**config.mk**
```make
export PLATFORM = sky130hd
export DESIGN_NAME = data_cache_ctrl
export DESIGN_NICKNAME = d
export VERILOG_FILES = /design/src/rtl/data_cache_ctrl_pkg.sv /design/src/rtl/data_cache_ctrl_cache_line_array.sv /design/src/rtl/data_cache_ctrl.sv
export SDC_FILE = /design/constraint.sdc
export NUM_CORES = 1
export LEC_CHECK = 0
export ABC_AREA = 1
export ABC_CLOCK_PERIOD_IN_PS = 12300
export CAP_MARGIN = 25
export CELL_PAD_IN_SITES_DETAIL_PLACEMENT = 0
export CELL_PAD_IN_SITES_GLOBAL_PLACEMENT = 1
export CORE_UTILIZATION = 44
export DETAILED_ROUTE_END_ITERATION = 7
export GPL_TIMING_DRIVEN = 0
export PLACE_DENSITY = 0.86
export RECOVER_POWER = 25
export SLEW_MARGIN = 20
export SYNTH_ARGS = -nofsm -noshare
export SYNTH_HDL_FRONTEND = slang
export SYNTH_SLANG_ARGS = --single-unit
```
**constraint.sdc**
```tcl
create_clock -name clk -period 12.3 [get_ports clk]
set_input_delay 2.46 -clock clk [delete_from_list [all_inputs] [get_ports clk]]
set_output_delay 2.46 -clock clk [all_outputs]
set_load 0.03 [all_outputs]
```
**src/rtl/data_cache_ctrl_pkg.sv**
```systemverilog
// Shared types and helpers for the direct-mapped write-through data cache.
// Optional statistics counters are enabled by DATA_CACHE_STATS_EN.
package data_cache_ctrl_pkg;

    localparam int WORD     = 16;
    localparam int MEMDELAY = 4;

    typedef enum logic [1:0] {
        IDLE,
        MISS_RD,
        WR_THRU,
        RESP
    } cache_state_t;

    // Tag field is sized for the narrowest geometry (LINES = 2); unused upper bits stay zero.
    typedef struct packed {
        logic            valid;
        logic [WORD-1:0] tag;
        logic [WORD-1:0] data;
    } line_t;

    function automatic logic [WORD-1:0] line_index(input logic [WORD-1:0] addr, input int lines);
        return addr & WORD'(lines - 1);
    endfunction

    function automatic logic [WORD-1:0] line_tag(input logic [WORD-1:0] addr, input int lines);
        return addr >> $clog2(lines);
    endfunction

endpackage

```
**src/rtl/data_cache_ctrl_cache_line_array.sv**
```systemverilog
// Valid/tag/data storage: combinational lookup, one synchronous write port.
// Reset clears every line, which invalidates the whole cache.
module cache_line_array
    import data_cache_ctrl_pkg::*;
#(
    parameter int LINES  = 8,
    parameter int ADDR_W = WORD,
    parameter int DATA_W = WORD
) (
    input  logic              clk,
    input  logic              reset,
    input  logic [ADDR_W-1:0] rd_addr,
    output logic              rd_hit,
    output logic [DATA_W-1:0] rd_data,
    input  logic              wr_en,
    input  logic [ADDR_W-1:0] wr_addr,
    input  logic [DATA_W-1:0] wr_data
);

    localparam int IDX_W = $clog2(LINES);

    line_t             lines_q [LINES];
    line_t             lines_d [LINES];
    line_t             rd_line;
    logic [IDX_W-1:0]  rd_idx;
    logic [IDX_W-1:0]  wr_idx;

    assign rd_idx  = IDX_W'(line_index(WORD'(rd_addr), LINES));
    assign wr_idx  = IDX_W'(line_index(WORD'(wr_addr), LINES));
    assign rd_line = lines_q[rd_idx];
    assign rd_hit  = rd_line.valid && (rd_line.tag == line_tag(WORD'(rd_addr), LINES));
    assign rd_data = DATA_W'(rd_line.data);

    always_comb begin
        lines_d = lines_q;
        if (wr_en) begin
            lines_d[wr_idx].valid = 1'b1;
            lines_d[wr_idx].tag   = line_tag(WORD'(wr_addr), LINES);
            lines_d[wr_idx].data  = WORD'(wr_data);
        end
    end

    always_ff @(posedge clk or posedge reset) begin
        if (reset) begin
            for (int i = 0; i < LINES; i++) begin
                lines_q[i] <= '0;
            end
        end else begin
            lines_q <= lines_d;
        end
    end

endmodule

```
**src/rtl/data_cache_ctrl.sv**
```systemverilog
// Direct-mapped write-through data cache controller with strobe/mfc memory handshake.
// DATA_CACHE_STATS_EN adds saturating hit/miss/store counters.
module data_cache_ctrl
    import data_cache_ctrl_pkg::*;
#(
    parameter int LINES  = 8,
    parameter int ADDR_W = 16,
    parameter int DATA_W = 16
) (
    input  logic              clk,
    input  logic              reset,
    input  logic              req_valid,
    output logic              req_ready,
    input  logic              req_rnotw,
    input  logic [ADDR_W-1:0] req_addr,
    input  logic [DATA_W-1:0] req_wdata,
    input  logic              req_pid,
    output logic              rsp_valid,
    output logic [DATA_W-1:0] rsp_rdata,
    output logic              rsp_pid,
    output logic              mem_strobe,
    output logic              mem_rnotw,
    output logic [ADDR_W-1:0] mem_addr,
    output logic [DATA_W-1:0] mem_wdata,
    input  logic [DATA_W-1:0] mem_rdata,
    input  logic              mem_mfc
`ifdef DATA_CACHE_STATS_EN
    ,
    output logic [15:0]       stat_hits,
    output logic [15:0]       stat_misses,
    output logic [15:0]       stat_writes
`endif
);

    cache_state_t      state_q, state_d;
    logic              ready_q, ready_d;
    logic              rsp_valid_q, rsp_valid_d;
    logic [DATA_W-1:0] rsp_rdata_q, rsp_rdata_d;
    logic              rsp_pid_q, rsp_pid_d;
    logic              mem_strobe_q, mem_strobe_d;
    logic              mem_rnotw_q, mem_rnotw_d;
    logic [ADDR_W-1:0] mem_addr_q, mem_addr_d;
    logic [DATA_W-1:0] mem_wdata_q, mem_wdata_d;
    logic              pid_q, pid_d;

    logic              lk_hit;
    logic [DATA_W-1:0] lk_data;
    logic              wr_en;
    logic [ADDR_W-1:0] wr_addr;
    logic [DATA_W-1:0] wr_data;

`ifdef DATA_CACHE_STATS_EN
    logic [15:0] stat_hits_q, stat_hits_d;
    logic [15:0] stat_misses_q, stat_misses_d;
    logic [15:0] stat_writes_q, stat_writes_d;
`endif

    cache_line_array #(
        .LINES  (LINES),
        .ADDR_W (ADDR_W),
        .DATA_W (DATA_W)
    ) u_lines (
        .clk     (clk),
        .reset   (reset),
        .rd_addr (req_addr),
        .rd_hit  (lk_hit),
        .rd_data (lk_data),
        .wr_en   (wr_en),
        .wr_addr (wr_addr),
        .wr_data (wr_data)
    );

    always_comb begin
        state_d      = state_q;
        rsp_valid_d  = 1'b0;
        rsp_rdata_d  = rsp_rdata_q;
        rsp_pid_d    = rsp_pid_q;
        mem_strobe_d = mem_strobe_q;
        mem_rnotw_d  = mem_rnotw_q;
        mem_addr_d   = mem_addr_q;
        mem_wdata_d  = mem_wdata_q;
        pid_d        = pid_q;
        wr_en        = 1'b0;
        wr_addr      = req_addr;
        wr_data      = req_wdata;
`ifdef DATA_CACHE_STATS_EN
        stat_hits_d   = stat_hits_q;
        stat_misses_d = stat_misses_q;
        stat_writes_d = stat_writes_q;
`endif
        case (state_q)
            IDLE: begin
                if (req_valid && ready_q) begin
                    pid_d = req_pid;
                    if (req_rnotw && lk_hit) begin
                        // Hits stay in IDLE so consecutive hits stream at one per cycle.
                        rsp_valid_d = 1'b1;
                        rsp_rdata_d = lk_data;
                        rsp_pid_d   = req_pid;
`ifdef DATA_CACHE_STATS_EN
                        if (stat_hits_q != '1) stat_hits_d = stat_hits_q + 16'd1;
`endif
                    end else begin
                        state_d      = req_rnotw ? MISS_RD : WR_THRU;
                        mem_strobe_d = 1'b1;
                        mem_rnotw_d  = req_rnotw;
                        mem_addr_d   = req_addr;
                        mem_wdata_d  = req_wdata;
                        wr_en        = !req_rnotw && lk_hit;
`ifdef DATA_CACHE_STATS_EN
                        if (req_rnotw && stat_misses_q != '1) stat_misses_d = stat_misses_q + 16'd1;
                        if (!req_rnotw && stat_writes_q != '1) stat_writes_d = stat_writes_q + 16'd1;
`endif
                    end
                end
            end
            MISS_RD: begin
                if (mem_mfc) begin
                    wr_en        = 1'b1;
                    wr_addr      = mem_addr_q;
                    wr_data      = mem_rdata;
                    rsp_rdata_d  = mem_rdata;
                    mem_strobe_d = 1'b0;
                    state_d      = RESP;
                end
            end
            WR_THRU: begin
                if (mem_mfc) begin
                    rsp_rdata_d  = '0;
                    mem_strobe_d = 1'b0;
                    mem_rnotw_d  = 1'b1;
                    state_d      = RESP;
                end
            end
            RESP: begin
                rsp_valid_d = 1'b1;
                rsp_pid_d   = pid_q;
                state_d     = IDLE;
            end
            default: state_d = IDLE;
        endcase
        ready_d = (state_d == IDLE);
    end

    always_ff @(posedge clk or posedge reset) begin
        if (reset) begin
            state_q      <= IDLE;
            ready_q      <= 1'b1;
            rsp_valid_q  <= 1'b0;
            rsp_rdata_q  <= '0;
            rsp_pid_q    <= 1'b0;
            mem_strobe_q <= 1'b0;
            mem_rnotw_q  <= 1'b1;
            mem_addr_q   <= '0;
            mem_wdata_q  <= '0;
            pid_q        <= 1'b0;
        end else begin
            state_q      <= state_d;
            ready_q      <= ready_d;
            rsp_valid_q  <= rsp_valid_d;
            rsp_rdata_q  <= rsp_rdata_d;
            rsp_pid_q    <= rsp_pid_d;
            mem_strobe_q <= mem_strobe_d;
            mem_rnotw_q  <= mem_rnotw_d;
            mem_addr_q   <= mem_addr_d;
            mem_wdata_q  <= mem_wdata_d;
            pid_q        <= pid_d;
        end
    end

`ifdef DATA_CACHE_STATS_EN
    always_ff @(posedge clk or posedge reset) begin
        if (reset) begin
            stat_hits_q   <= '0;
            stat_misses_q <= '0;
            stat_writes_q <= '0;
        end else begin
            stat_hits_q   <= stat_hits_d;
            stat_misses_q <= stat_misses_d;
            stat_writes_q <= stat_writes_d;
        end
    end

    assign stat_hits   = stat_hits_q;
    assign stat_misses = stat_misses_q;
    assign stat_writes = stat_writes_q;
`endif

    assign req_ready  = ready_q;
    assign rsp_valid  = rsp_valid_q;
    assign rsp_rdata  = rsp_rdata_q;
    assign rsp_pid    = rsp_pid_q;
    assign mem_strobe = mem_strobe_q;
    assign mem_rnotw  = mem_rnotw_q;
    assign mem_addr   = mem_addr_q;
    assign mem_wdata  = mem_wdata_q;

endmodule

```
==> impl_metrics.ini, run 1 <==
[critical_path]
endpoint_kind = flip-flop
worst-setup-path-type = in2reg
crit_start = mem_mfc
critPathArrivalTime_ns = 5.82
start_kind = primary input
regToRegStartpoint = state_q[1]
worst_ep_required_time_ns = 12.76
critPathMaxFanout = 10

[synthesis]
seq_area_frac_synth = 0.492
mappedNetlistArea_mm2 = 0.0151
synth-warning-count = 0
postSynthAreaPerCell_um2 = 7.44
ys_seq_elements = 296
synth.net_count = 2084
number_of_standard_cells_after_synthesis = 2026
synth_cell_type_count = 26

[final_layout]
fillCellCount = 3347
syn_to_final_growth_pct = 18.5
drive_gt1_frac = 0.0616
antenna-diode-count = 0
postLayoutCoreUtil = 0.531
layout.cells.most_common_list = 787 x nand2_1, 347 x nand3_1, 294 x dfrtp_1
final_common_cell = nand2_1
final_area_mm2 = 0.0179
fin_nets = 2227

[global_routing]
initial_antenna_violation_count = 1
largest_net_degree_at_the_start_of_global_routing = 104
globalRouteTotalUtil = 0.332
wire_length_of_the_first_global_routing_pass_um = 87600
grt_pass1_vias = 14200
global_route.overflow_total = 0

[timing]
worst_pin_slew_ns = 3.06
fmax_ghz = 0.187
final_max_slew_viol_count = 62
grt_setup_unrepaired = false
finalHoldViolCount = 0
setup_viol = 0
slew_headroom = -1.05
fin_skew_ns = 0.0229
layout_min_cycle_time_ns = 5.35
min_period_over_period = 0.435

[die]
ios = 107
die_h_um = 187
start_util = 0.448
die_area_mm2 = 0.0350
core.rowCount = 67
dieWidth_um = 187
coreArea_mm2 = 0.0336

[routing]
postRouteAntennaNets = 0
wl_met2_um = 26100
routed-wl-met3_um = 4510
finalWirelength_um = 57700
dr.max_layer_used = met4
post-route-drc-count = 0
wirelength_met1_um = 23700
average_wire_per_standard_cell_um = 21.9
num_vias = 14900
routed_via_density = 5.64
drt_first_pass_iters = 5
initialDrtViolationCount = 1484

[pwr]
power_frac_seq = 0.378
power.internal_mw = 2.51
p_clk_frac = 0.242
p_per_area_mw_per_mm2 = 239
power.leakage_nw = 9.31
combPwrFrac = 0.380
power.switching_fraction = 0.412
ir_worst_vdd_uv = 149
net-switching-power_mw = 1.76

[clocking]
cts-resized-gates = 0
clkTransAtPathRegs_ns = 0.05
post_cts.repair.setup_buffers = 0
tritoncts = built
clock_path_buffers = 3
cts_root_buf = clkbuf_16
clock_sink_count = 296
htree_num_levels = 2
numCtsBuffers = 35
clk_latency_ns = 0.54
cts_hold_buf = 0

[place]
finalWeightedCongestion = 0.904
dp_hpwl_um = 39300
placement.cell_area_mm2 = 0.0168
buffer_ports.inserted = 103

[min_path]
min_from = u_lines.lines_q[171]
min_path_type = reg2reg

[run_status]
outcome = complete, but fails checks
failed_checks = max-capacitance violations, max-slew violations

[run]
maxCapViolCount = 1
sequential cells by signal, indices dropped and copies added, names as in the netlist:
| name | cells |
|---|---|
| u_lines.lines_q | 240 |
| mem_addr | 16 |
| mem_wdata | 16 |
| rsp_rdata | 16 |
| state_q | 2 |
| mem_rnotw | 1 |
| mem_strobe | 1 |
| pid_q | 1 |
| req_ready | 1 |
| rsp_pid | 1 |
| rsp_valid | 1 |
metrics by stage:
stage	power, mW	instances	hold slack (ns)	setup WS (ns)	TNS (ns)
3_3_place_gp	3.17	2577	0.448	-2.24	-652.00
4_1_cts	4.25	2638	0.468	7.02	0
3_5_place_dp	3.21	2580	0.452	6.48	0
6_report	4.26	2638	0.465	6.95	0
5_1_grt	4.50	2638	0.478	6.77	0
2_1_floorplan	2.60	2026	0.433	1.67	0
logic make-up (layout without fill, tap and decap cells):
family	count (synthesis)	in the layout	share of synthesized area
adders and majority gates	4	4	0.00332
and+or+nand+nor	1290	1290	0.357
buffers and inverters	265	429	0.0801
AOI/OAI and AO/OA	164	164	0.0625
DFF	296	296	0.492
muxes	7	7	0.00523
synthesized netlist by cell type:
library cell  number  share of area
ha_1               4         0.0033
dfrtp_1          294           0.49
buf_6              4         0.0030
dfstp_2            2         0.0035
clkinv_1           1        0.00025
buf_2             17         0.0056
buf_1              4         0.0010
o21ai_1           22         0.0073
buf_4             43          0.021
o22ai_1           11         0.0046
nand3_2            1        0.00066
nand4_1           18         0.0075
nand2_2            8         0.0033
o221ai_1          22          0.013
nand3b_1           9         0.0045
nand3_1          347           0.12
nor2_1           118          0.029
inv_1            118          0.029
mux2_1             7         0.0052
inv_2              4         0.0010
o21ai_0           89          0.030
nor2_2             2        0.00083
o211ai_1          10         0.0050
clkbuf_1          74          0.018
a21oi_1           10         0.0033
nand2_1          787           0.20
worst paths after layout:
check / to / slack (ns) / depth (start not counted)
max: u_lines.lines_q[202] / 6.95 / 10
min: u_lines.lines_q[171] / 0.46 / 2
max reg2reg: u_lines.lines_q[202] / 8.69 / 11
min reg2reg: u_lines.lines_q[171] / 0.46 / 2
max in group asynchronous: u_lines.lines_q[21] / 7.45 / 4
min in group asynchronous: u_lines.lines_q[207] / 3.26 / 2
power groups by stage:
stage                     clock, mW  combinational (mW)  sequential (mW)
final                          1.03                1.62             1.61
after global routing           1.08                1.77             1.65
after CTS                      1.04                1.60             1.60
after detailed placement          0                1.60             1.61
after global placement            0                1.57             1.61
after floorplan                   0               0.887             1.71
final cells by class:
type	count	area, µm²	share of cell area
clock inverters	5	52.6	0.00294
multi-input cells	1465	6460	0.362
inverters	123	463	0.0259
repair buffers	106	1110	0.0624
flip-flops and latches	296	7410	0.415
clock buffers	53	1060	0.0591
well taps	448	561	0.0314
plain buffers	142	747	0.0418
critical path: stages:
cell and delay (ns):
clkdlybuf4s50_1 0.55, nand2_1 0.13, clkbuf_1 0.29, o21ai_0 0.49
nand2_1 0.14, nor2_1 0.24, clkbuf_1 0.63, clkbuf_1 0.62
nand3_1 0.15, nand2_1 0.11
layer usage:
layer	up-vias	GRT usage
met2	703	0.524
met3	167	0.0563
met1	7184	0.437
met5	-	0
li1	6812	-
met4	0	0.181
No activity file was read; power rests on OpenSTA's default activity.
==> inputs of run 2 (changes only) <==
ABC_CLOCK_PERIOD_IN_PS = 5300   (was 12300)
clock period = 5.3 ns   (was 12.3 ns; I/O delays follow)
==> run 2 against run 1 <==
Compared with the run above:
- the run still ends with max-capacitance violations, max-slew violations left
- core utilization up 0.18 points
- non-clock buffer count rose by 8
- clock skew is 0.0010 ns higher
- power is 130% higher
- worst hold slack better by 0.00095 ns
- first-iteration DRC count grew 18%
- flip-flop and latch count stayed put
- critical path depth is 4 lower
- sequential power is 130% higher
- sequential share of layout area shrank 0.14 points
- register-to-register slack worse by 6.8 ns
- largest power group unchanged
==> impl_metrics.ini, run 2 (synthesis gave the netlist of run 1 again) <==
[routing]
finalWirelength_um = 56800
drt_first_pass_iters = 5
average_wire_per_standard_cell_um = 21.5
routed_via_density = 5.60
num_vias = 14800
postRouteAntennaNets = 0
initialDrtViolationCount = 1753
post-route-drc-count = 0

[clocking]
cts-resized-gates = 0
tritoncts = built
clkTransAtPathRegs_ns = 0.06
htree_num_levels = 2
cts_root_buf = clkbuf_16
clock_path_buffers = 3
numCtsBuffers = 35
clock_sink_count = 296
clk_latency_ns = 0.53
post_cts.repair.setup_buffers = 0
cts_hold_buf = 0

[place]
buffer_ports.inserted = 103
placement.cell_area_mm2 = 0.0169
preCtsSetupSlack_ns = 0.977
finalWeightedCongestion = 0.922
dp_hpwl_um = 39800
numPlacedInstances = 2588

[timing]
setup_viol = 0
setup-tns-final_ns = 0
final_max_slew_viol_count = 62
finalHoldViolCount = 0
final_critical_path_setup_slack_ns = 1.35
fmax_ghz = 0.253
worst_pin_slew_ns = 1.86
whs_ns = 0.466
fin_skew_ns = 0.0239
slew_headroom = -0.238
layout_min_cycle_time_ns = 3.95
min_period_over_period = 0.745
grt_setup_unrepaired = false

[critical_path]
timing.critical_path.cells = dlygate4sd3_1 > clkinvlp_2 > clkbuf_1 > clkbuf_1 > buf_12 > buf_12
worst-setup-path-type = in2async
critical_path.max_stage_delay_ns = 1.10
endpoint_kind = async pin
worst_ep_required_time_ns = 5.94
critPathMaxFanout = 32
critPathArrivalTime_ns = 4.59
start_kind = primary input
critPathSlowestCell = clkbuf_1

[run]
maxCapViolCount = 2

[pwr]
ir_worst_vdd_uv = 399
totalPowerFinal_mw = 9.89
p_per_area_mw_per_mm2 = 552
power.leakage_nw = 9.34

[final_layout]
drive_gt1_frac = 0.0633
multi_input_gate_area_mm2 = 0.00646
stdcell_count = 2646
final_common_cell = nand2_1
layout.cells.most_common_list = 787 x nand2_1, 347 x nand3_1, 294 x dfrtp_1
fillCellCount = 3302
largest_reg_flops = 240
fin_nets = 2235
postLayoutCoreUtil = 0.533
final_area_mm2 = 0.0179
largest_register = u_lines.lines_q
syn_to_final_growth_pct = 18.9
seqCellArea_mm2 = 0.00741

[global_routing]
largest_net_degree_at_the_start_of_global_routing = 35
globalRouteTotalUtil = 0.330
wire_length_of_the_first_global_routing_pass_um = 87000
global_route.overflow_total = 0
initial_antenna_violation_count = 0
grt_pass1_vias = 14400

[die]
dieWidth_um = 187
die_h_um = 187
die_area_mm2 = 0.0350
start_util = 0.448
core.rowCount = 67
ios = 107
coreArea_mm2 = 0.0336

[run_status]
outcome = complete, but fails checks
failed_checks = max-capacitance violations, max-slew violations

[min_path]
min_path_type = reg2reg
## run 2: critical path: cells and delay by family
| kind | cells | cell delay [ns] |
|---|---|---|
| buffers and inverters | 6 | 3.49 |
## run 2: area by class of cell
cell class | count | share of cell area
Buffer | 142 | 0.0416
Tap cell | 448 | 0.0313
Inverter | 123 | 0.0258
Clock buffer | 47 | 0.0542
Sequential cell | 296 | 0.413
Antenna cell | 1 | 0.000140
Clock inverter | 10 | 0.00761
Timing Repair Buffer | 114 | 0.0655
Multi-Input combinational cell | 1465 | 0.360
## run 2: report_power, final
part	switching [mW]	total (mW)	internal (mW)
sequential	0.532	3.74	3.21
combinational	2.56	3.76	1.20
clock	0.966	2.39	1.43
## run 2: routing by layer
metal / vias up / routed length, µm / track usage
met1: 7094 / 23100 / 0.439
met4: 0 / 3560 / 0.190
met5: - / 0 / 0
li1: 6824 / - / -
met2: 727 / 25500 / 0.517
met3: 183 / 4610 / 0.0456
## run 2: final timing paths
check,slack (ns),cells after the start,to,start
worst max-delay path,1.35,6,req_ready,reset
worst min-delay path,0.47,2,u_lines.lines_q[208],u_lines.lines_q[208]
worst max register to register,1.86,12,u_lines.lines_q[252],state_q[1]
worst min register to register,0.47,2,u_lines.lines_q[208],u_lines.lines_q[208]
max in group clk,1.44,11,u_lines.lines_q[252],req_addr[2]
min in group asynchronous,1.00,2,u_lines.lines_q[209],reset
